--- config.mk ---
export PLATFORM = sky130hd
export DESIGN_NAME = muldiv_seq
export DESIGN_NICKNAME = d
export VERILOG_FILES = /design/src/rtl/muldiv_seq.sv
export SDC_FILE = /design/constraint.sdc
export NUM_CORES = 1
export LEC_CHECK = 0
export ABC_CLOCK_PERIOD_IN_PS = 7900
export CAP_MARGIN = 20
export CORE_UTILIZATION = 30
export CTS_CLUSTER_SIZE = 20
export DETAILED_ROUTE_END_ITERATION = 10
export PLACE_DENSITY = 0.47
export SYNTH_ARGS = -nofsm -noshare
export SYNTH_HDL_FRONTEND = slang
export SYNTH_SLANG_ARGS = --single-unit
--- constraint.sdc ---
create_clock -name clk -period 7.9 [get_ports clk]
set_clock_uncertainty 0.05 [all_clocks]
set_input_delay 1.975 -clock clk [delete_from_list [all_inputs] [get_ports clk]]
set_output_delay 1.975 -clock clk [all_outputs]
set_load 0.03 [all_outputs]
--- src/rtl/muldiv_seq.sv ---
// Iterative MIPS mult/multu/div/divu sequencer owning the HI/LO registers.
// One shift/add-subtract step per cycle, sign fixup in a final cycle, single-cycle mthi/mtlo.
module muldiv_seq #(
  parameter int WIDTH = 32
) (
  input  logic             clk,
  input  logic             rst_n,
  input  logic             start,
  input  logic [5:0]       funct,
  input  logic [WIDTH-1:0] rs_val,
  input  logic [WIDTH-1:0] rt_val,
  input  logic             flush,
  output logic             busy,
  output logic             done,
  output logic [WIDTH-1:0] hi,
  output logic [WIDTH-1:0] lo
);

  localparam int         CW     = $clog2(WIDTH);
  localparam logic [5:0] F_MULT  = 6'b011000;
  localparam logic [5:0] F_MULTU = 6'b011001;
  localparam logic [5:0] F_DIV   = 6'b011010;
  localparam logic [5:0] F_DIVU  = 6'b011011;
  localparam logic [5:0] F_MTHI  = 6'b010001;
  localparam logic [5:0] F_MTLO  = 6'b010011;
  localparam logic [CW-1:0] LAST = CW'(WIDTH - 1);

  typedef enum logic [1:0] {IDLE, CALC, FIXUP} state_t;

  state_t             state, state_nxt;
  logic [CW-1:0]      cnt;
  logic [2*WIDTH:0]   acc, acc_step;
  logic [WIDTH-1:0]   opnd, rs_orig;
  logic               op_div, div_zero, sign_q, sign_r;

  logic               is_muldiv, is_signed, accept;
  logic [WIDTH-1:0]   rs_abs, rt_abs;
  logic [WIDTH:0]     mul_sum, rem_sh, trial;
  logic [2*WIDTH-1:0] prod;
  logic [WIDTH-1:0]   res_hi, res_lo;

  assign is_muldiv = (funct == F_MULT) || (funct == F_MULTU) ||
                     (funct == F_DIV)  || (funct == F_DIVU);
  assign is_signed = (funct == F_MULT) || (funct == F_DIV);
  assign accept    = (state == IDLE) && start && !flush && is_muldiv;
  assign rs_abs    = (is_signed && rs_val[WIDTH-1]) ? -rs_val : rs_val;
  assign rt_abs    = (is_signed && rt_val[WIDTH-1]) ? -rt_val : rt_val;

  // acc holds {carry/remainder (WIDTH+1), multiplier/quotient (WIDTH)}.
  always_comb begin
    // NOTE: every always_comb output gets a default first so no path infers a latch.
    acc_step = acc;
    mul_sum  = acc[2*WIDTH:WIDTH] + (acc[0] ? {1'b0, opnd} : '0);
    rem_sh   = {acc[2*WIDTH-1:WIDTH], acc[WIDTH-1]};
    trial    = rem_sh - {1'b0, opnd};
    if (!op_div)          acc_step = {1'b0, mul_sum, acc[WIDTH-1:1]};
    else if (trial[WIDTH]) acc_step = {rem_sh, acc[WIDTH-2:0], 1'b0};
    else                  acc_step = {trial, acc[WIDTH-2:0], 1'b1};
  end

  always_comb begin
    prod   = sign_q ? -acc[2*WIDTH-1:0] : acc[2*WIDTH-1:0];
    res_hi = prod[2*WIDTH-1:WIDTH];
    res_lo = prod[WIDTH-1:0];
    if (op_div) begin
      if (div_zero) begin
        res_hi = rs_orig;
        res_lo = '1;
      end else begin
        res_hi = sign_r ? -acc[2*WIDTH-1:WIDTH] : acc[2*WIDTH-1:WIDTH];
        res_lo = sign_q ? -acc[WIDTH-1:0] : acc[WIDTH-1:0];
      end
    end
  end

  always_ff @(posedge clk or negedge rst_n) begin
    // NOTE: sequential state uses non-blocking assignments only.
    if (!rst_n) state <= IDLE;
    else        state <= state_nxt;
  end

  always_comb begin
    state_nxt = state;
    if (flush) state_nxt = IDLE;
    else begin
      case (state)
        IDLE:    if (accept) state_nxt = CALC;
        CALC:    if (cnt == LAST) state_nxt = FIXUP;
        FIXUP:   state_nxt = IDLE;
        default: state_nxt = IDLE;
      endcase
    end
  end

  always_comb begin
    busy = (state != IDLE);
  end

  always_ff @(posedge clk or negedge rst_n) begin
    if (!rst_n) begin
      cnt      <= '0;
      acc      <= '0;
      opnd     <= '0;
      rs_orig  <= '0;
      op_div   <= 1'b0;
      div_zero <= 1'b0;
      sign_q   <= 1'b0;
      sign_r   <= 1'b0;
      hi       <= '0;
      lo       <= '0;
      done     <= 1'b0;
    end else begin
      done <= 1'b0;
      if (flush) begin
        cnt <= '0;
      end else begin
        case (state)
          IDLE: begin
            if (start && funct == F_MTHI) hi <= rs_val;
            if (start && funct == F_MTLO) lo <= rs_val;
            if (accept) begin
              cnt      <= '0;
              op_div   <= funct[1];
              sign_q   <= is_signed & (rs_val[WIDTH-1] ^ rt_val[WIDTH-1]);
              sign_r   <= is_signed & rs_val[WIDTH-1];
              div_zero <= funct[1] && (rt_val == '0);
              rs_orig  <= rs_val;
              opnd     <= funct[1] ? rt_abs : rs_abs;
              acc      <= {{(WIDTH+1){1'b0}}, (funct[1] ? rs_abs : rt_abs)};
            end
          end
          CALC: begin
            acc <= acc_step;
            cnt <= cnt + 1'b1;
          end
          FIXUP: begin
            hi   <= res_hi;
            lo   <= res_lo;
            done <= 1'b1;
          end
          default: cnt <= '0;
        endcase
      end
    end
  end

endmodule

# == Word-level counts from Yosys, hierarchy flattened ==
# Cells that the tools add are included.
# Widths: inputs -> output; s select.
# classes
addsub,8
eq_ne,15
n_mux,29
bitwise,4
n_reduce_logical,24
# op_table
op,count
$mux 32,13
$mux 65,3
$pmux 65 s2,1
$neg 32->32,4
$pmux 32 s2,2
$mux 64,1
$neg 64->64,1
$eq 6x5->1 const B,6
$add 33x32->33,1
$sub 33x32->33,1
$logic_not 32->1,1
$pmux 5 s3,1
$reduce_and 3->1,4
$mux 5,2
$logic_and 1x1->1,8
$mux 2,3
$ne 3x3->1 const B,2
$reduce_bool 2->1,3
$add 5x1->5 const B,1
$eq 5x5->1 const B,1
$logic_or 1x1->1,4
$ne 2x1->1 const B,2
$ne 2x2->1 const B,2
$pmux 2 s2,1
other kinds (9),12
# word_totals
reg_bits,205
input_bits,74
output_inout_bits,66

# == Longest topological paths before layout ==
# Gate-level depths: netlist (run 1).
# logic_depth
word_depth,8
ltp_mapped,20

# == Worst setup path after synthesis (run 1) ==
# Ideal clock, no wire load.
# synth_path
path_type,input port to flip-flop
start,input rt_val[17]
end,register acc[30]
setup_time_ns,0.121
t_arrival_ns,4.092
required_ns,7.729
slack_ns,3.637
path_stages,7
n_path_buf,0
cell_sequence,or4_4 -> or4_4 -> or3_4 -> o41ai_2 -> xor2_1 -> a22oi_1 -> a22o_1
# synth_via
elab_chain_len,5
# synth_rtl
item,line_no,rtl
"start, declared",11,"input logic [WIDTH-1:0] rt_val,"
$neg 32->32,47,assign rt_abs = (is_signed && rt_val[WIDTH-1]) ? -rt_val : rt_val;
$mux 32,47,
$mux 32,129,"acc <= {{(WIDTH+1){1'b0}}, (funct[1] ? rs_abs : rt_abs)};"
$mux 65,121,if (accept) begin
$pmux 65 s2,117,case (state)
"end signal, assigned",129,
"end signal, assigned",133,acc <= acc_step;
"end, declared",32,"logic [2*WIDTH:0] acc, acc_step;"
# Every way passes these cells. The select of a mux whose other input is x is not followed.
# A chain may end at the register's enable or synchronous reset.

# == Final worst setup path (run 1) ==
# layout_path
start,register acc[31]
end,register acc[60]
# layout_via
elab_chain_len,4
# layout_rtl
item,line_no,rtl
$sub 33x32->33,55,"trial = rem_sh - {1'b0, opnd};"
$mux 65,57,"else if (trial[WIDTH]) acc_step = {rem_sh, acc[WIDTH-2:0], 1'b0};"
$mux 65,56,"if (!op_div) acc_step = {1'b0, mul_sum, acc[WIDTH-1:1]};"
$pmux 65 s2,117,
# Every way passes these cells.

==> flow_summary.toml, run 1 <==
[cells_and_area]
final_common_cell = "nand2_1"
syn_to_final_growth_pct = 17.2
finalNetCount = 2360
drive_gt1_frac = 0.0775
final_area_um2 = 20200
final_cell_mix = "nand2_1 (257), o21ai_0 (221), dfrtp_1 (203)"

[die]
die_y_um = 242
start_util = 0.304
dieWidth_um = 242
rows = 87
ios = 140
core_area_um2 = 56600
dieArea_um2 = 58400

[drt]
drc_errors = 0
routed_wl_um = 70300
ant_nets = 0
via_per_inst = 5.57
via_count = 16700
first_pass_iters = 5
first_iter_violations = 1453
wire_per_inst_um = 23.5

[yosys]
synth-seq-cells = 205
synth_fp_nets = 2318
synthMuxAreaShare = 0.0649
synth-adder-area-share = 0.0539
yosys.cell_types.count = 79
avgSynthCellArea_um2 = 7.93
ys_async_sr_fraction = 1.00
synth-compound-area-share = 0.243
ys.flop_type = "dfrtp_1"
yosys_warnings = 0
synth_edf_count = 0
ys_seq_area_frac = 0.298
synthSimpleGateAreaFrac = 0.192
synth-xor-area-share = 0.0997
netlist_instances = 2171
syn_area_um2 = 17200
synth_top_family_by_area = "compound AO/OA/AOI/OAI gates"

[sta]
fin_tns_setup_ps = 0
worst_slew_pin_slew_ps = 1080
slew_headroom = 0.279
finalCritPeriodShare = 0.670
setup_violations = 0
post-route-min-period_ps = 5300
rsz0062_at_grt = "false"
fmax_mhz = 189
finalHoldViolCount = 0
maxSlewViolCount = 0

[placement]
dpl_cell_area_um2 = 19200
globalplace.congestion = 0.879
portBuffers = 139
hpwl_um = 52700

[setup_path]
crit_required_ps = 8300
r2r_cells = 18
crit_path_end_kind = "register"
rrSetupSlack_ps = 2600
worstSetupPathType = "register to register"
crit_fanout = 24
worstPathArrival_ps = 5690
r2r_start = "acc[31]"
r2r-end = "acc[60]"
worstSetupStartpointType = "register"

[clock_tree]
clk-insertion-delay-late_ps = 580
cts_resized = 0
path_clk_slew_ps = 60
numCtsBuffers = 27
cts_buffer_depth = 3
htree_levels = 1
hold_buffers = 0
cts_setup_buffers = 0
tritoncts = "done"
root_buffer = "clkbuf_16"
cts_sinks = 205

[global_route]
grt_pass1_vias = 16300
top_usage_layer = "met2"
grt_use_met3 = 0.0283
antenna_found_initial = 4
grt_pass1_wl_um = 105000
use_met2 = 0.398
grtUsageMet1 = 0.309
overflow = 0
groute.usage.overall = 0.234
grt_max_degree = 95

[hold_path]
holdPathStages = 2
hold_class = "register to register"
min_from = "opnd[24]"
worstHoldEndpoint = "opnd[24]"

[pwr]
pwr-share-clk = 0.181
comb_power_share = 0.542
power_density_nw_per_um2 = 359
power.leakage_nw = 8.21
irDropWorstVdd_mv = 0.187
swShare = 0.484
pwr-share-seq = 0.277
switchingPower_w = 0.00351
p_int_w = 0.00375

[status]
outcome = "completed"

[run]
cap_viol_max_count = 0
## per-layer routing
metal	wire (um)	up-vias
li1	-	7859
met1	31000	8217
met2	33400	469
met3	3770	106
met4	2040	0
met5	0	-
## worst max path at each step
stage	start	endpoint	slack [ps]	cells past startpoint
detailed placement	flush	hi[21]	2590	9
floorplan	rt_val[17]	acc[30]	3640	7
finish	acc[31]	acc[60]	2600	18
CTS	acc[31]	acc[60]	2580	18
global placement	funct[2]	hi[11]	2570	11
global route	acc[31]	acc[60]	2090	18
## power by group through the flow
stage / Combinational [W] / Clock (W) / Sequential [W]
global route: 0.00431 / 0.00137 / 0.00205
detailed placement: 0.00389 / 0 / 0.00202
finish: 0.00393 / 0.00131 / 0.00201
floorplan: 0.00293 / 0 / 0.00169
CTS: 0.00391 / 0.00134 / 0.00200
global placement: 0.00388 / 0 / 0.00201
## worst max-delay path, cell delays in order (launching register included)
cell      delay (ps)
dfrtp_1          490
inv_1             80
ha_1             230
fa_1             420
nor2b_1          230
o31ai_1          120
a31oi_1          320
a211oi_1         130
buf_4            180
o31ai_1          490
a21oi_1          160
nor2b_1          120
o21ai_0           80
a21oi_1          150
ha_1             860
nor2_1           340
a22oi_1          220
o21ai_0          110
or3_1            360
## flip-flops by register name, summed over array words and instances, names as in the netlist
register and flops:
cnt 5, state 2, div_zero 1, opnd 32, rs_orig 32, done 1
sign_r 1, acc 65, op_div 1, hi 32, lo 32, sign_q 1
## cell usage after synthesis, types with 15 or more instances
| cell type | instances | area, um^2 |
|---|---|---|
| a21o_1 | 24 | 180 |
| a21oi_1 | 159 | 796 |
| a31oi_1 | 16 | 100 |
| and3_1 | 17 | 106 |
| buf_1 | 16 | 60.1 |
| clkbuf_1 | 134 | 503 |
| dfrtp_1 | 205 | 5130 |
| ha_1 | 71 | 888 |
| inv_1 | 62 | 233 |
| mux2_2 | 46 | 518 |
| mux2i_1 | 60 | 601 |
| nand2_1 | 258 | 968 |
| nand2b_1 | 22 | 138 |
| nand3_1 | 41 | 205 |
| nand4_1 | 15 | 93.8 |
| nor2_1 | 183 | 687 |
| nor3_1 | 30 | 150 |
| o211ai_1 | 16 | 120 |
| o21ai_0 | 222 | 1110 |
| o21ai_1 | 31 | 155 |
| o221ai_1 | 15 | 131 |
| o22ai_1 | 37 | 231 |
| o31ai_1 | 31 | 233 |
| or3_1 | 27 | 169 |
| xnor2_1 | 103 | 902 |
| xor2_1 | 93 | 815 |
## area by class of cell
cell class	count	area, um^2
antenna	1	2.50
timing repair buffer	170	1660
sequential	205	5130
clock inverter	14	168
multi-input combinational	1743	11300
clock buffer	35	756
fill	5962	36400
inverter	66	248
tap	756	946
## per-stage QoR
step | setup WS [ps] | hold WS [ps] | cells | util | total power (W)
CTS | 2580 | 433 | 2987 | 0.356 | 0.00725
global placement | 2570 | 413 | 2938 | 0.339 | 0.00589
global route | 2090 | 457 | 2990 | 0.357 | 0.00773
finish | 2600 | 431 | 2990 | 0.357 | 0.00725
detailed placement | 2590 | 419 | 2938 | 0.339 | 0.00591
floorplan | 3640 | 389 | 2171 | - | 0.00462
## cell families (layout without fill, tap and decap cells)
logic type      Yosys count  in the layout
flops                   205            205
mux                     106            106
compound gates          675            675
other cells               0              1
buf+inv                 223            285
fa+ha+maj                73             73
xor+xnor                196            196
simple gates            693            693
No activity file was read; power rests on OpenSTA's default activity.
==> run 2, diff against run 1 <==
- ABC_CLOCK_PERIOD_IN_PS: 7900 -> 5000
- clock period: 7.9 -> 5 ns (I/O delays scaled with it)
==> flow_summary.toml, run 2 (synthesis results as in run 1) <==
[cells_and_area]
finalNetCount = 2393
fillers = 5949
drive_gt1_frac = 0.0897
regMostFlops = "acc"
syn_to_final_growth_pct = 18.6
final_cell_mix = "nand2_1 (257), o21ai_0 (221), dfrtp_1 (203)"
largest_register_ffs = 65
final_common_cell = "nand2_1"

[placement]
globalplace.congestion = 0.939
portBuffers = 139
hpwl_um = 54800

[die]
rows = 87
dieArea_um2 = 58400
die_y_um = 242
core_area_um2 = 56600
start_util = 0.304
ios = 140
dieWidth_um = 242

[clock_tree]
cts_setup_buffers = 0
clk-insertion-delay-late_ps = 580
root_buffer = "clkbuf_16"
cts_sinks = 205
path_clk_slew_ps = 60
hold_buffers = 0
cts_buffer_depth = 3
numCtsBuffers = 25
tritoncts = "done"
htree_levels = 1
cts_resized = 0

[sta]
post-route-min-period_ps = 4270
finalHoldViolCount = 0
worst_slew_pin_slew_ps = 1050
rsz0062_at_grt = "false"
fmax_mhz = 234
setup_violations = 0
slew_headroom = 0.297
finalCritPeriodShare = 0.855
fin_tns_setup_ps = 0
maxSlewViolCount = 0

[pwr]
irDropWorstVdd_mv = 0.250
total_power_w = 0.0117
swShare = 0.480
pwr-share-clk = 0.174
p_int_w = 0.00606
power.leakage_nw = 8.37
switchingPower_w = 0.00560
pwr-share-seq = 0.264
comb_power_share = 0.562
power_density_nw_per_um2 = 571

[setup_path]
worstPathArrival_ps = 4660
crit_slowest_cell = "dfrtp_1"
crit_required_ps = 5390
crit_path_end_kind = "register"
max_stage_delay_ps = 730
path_cells = "ha_1, a21oi_1, o21ai_0, nand2b_1, nand4_1, o31ai_1, a21oi_1, nor2b_1, o21ai_0, a21oi_1, ha_1, buf_12, nand3_1, o21ai_0, or3_1"
crit_fanout = 20
worstSetupPathType = "register to register"
worstSetupStartpointType = "register"

[global_route]
grt_pass1_wl_um = 107000
groute.usage.overall = 0.240
grtUsageMet1 = 0.327
top_usage_layer = "met2"
grt_use_met3 = 0.0284
antenna_found_initial = 3
grt_pass1_vias = 16300
grt_max_degree = 85
overflow = 0
use_met2 = 0.394

[drt]
drc_errors = 0
ant_nets = 0
wire_per_inst_um = 23.8
via_count = 16900
first_pass_iters = 5
routed_wl_um = 71900
first_iter_violations = 1427
via_per_inst = 5.59

[hold_path]
hold_class = "register to register"

[status]
outcome = "completed"

[run]
cap_viol_max_count = 0
[run 2: layer usage]
layer | vias up | part of all wire
met5 | - | 0
met4 | 0 | 0.034
met3 | 105 | 0.055
met2 | 549 | 0.47
met1 | 8331 | 0.44
li1 | 7926 | -
[run 2: worst paths after layout]
check	from	depth (start not counted)	end	slack, ps
worst min register to register	opnd[24]	2	opnd[24]	420
min in group asynchronous	rst_n	1	lo[7]	690
worst max-delay path	acc[43]	15	acc[60]	730
max in group asynchronous	rst_n	2	acc[52]	3160
worst min-delay path	opnd[24]	2	opnd[24]	420
worst max register to register	acc[43]	15	acc[60]	730
[run 2: worst max-delay path: cells and delay by family (launching register included)]
kind,cells,cell delay [ps]
buffers and inverters,1,200
AOI/OAI and AO/OA,7,1360
DFF,1,730
and+or+nand+nor,5,1110
adders and majority gates,2,680
[run 2: area by class of cell]
cell class                      count  area (um^2)  area share
Antenna cell                        4         10.0    0.000490
Tap cell                          756          946      0.0463
Inverter                           66          248      0.0121
Clock buffer                       34          709      0.0347
Multi-Input combinational cell   1743        11300       0.552
Clock inverter                     11          173     0.00845
Timing Repair Buffer              205         1940      0.0947
Sequential cell                   205         5130       0.251
[run 2: metrics by stage]
step | cells | hold slack (ps) | area [um^2] | utilization | setup WS (ps)
2_1_floorplan | 2171 | 389 | 17200 | - | 863
3_3_place_gp | 2975 | 403 | 19500 | 0.345 | 519
3_5_place_dp | 2975 | 409 | 19500 | 0.345 | 508
4_1_cts | 3020 | 423 | 20400 | 0.361 | 685
5_1_grt | 3020 | 457 | 20400 | 0.361 | 391
6_report | 3024 | 416 | 20400 | 0.361 | 727
[run 2: power groups by stage]
stage                     registers, W  clock network (W)  logic, W
after floorplan                0.00267                  0   0.00463
after global placement         0.00308                  0   0.00642
after detailed placement       0.00310                  0   0.00646
after CTS                      0.00307            0.00207   0.00648
after global routing           0.00314            0.00211   0.00715
final                          0.00308            0.00203   0.00656
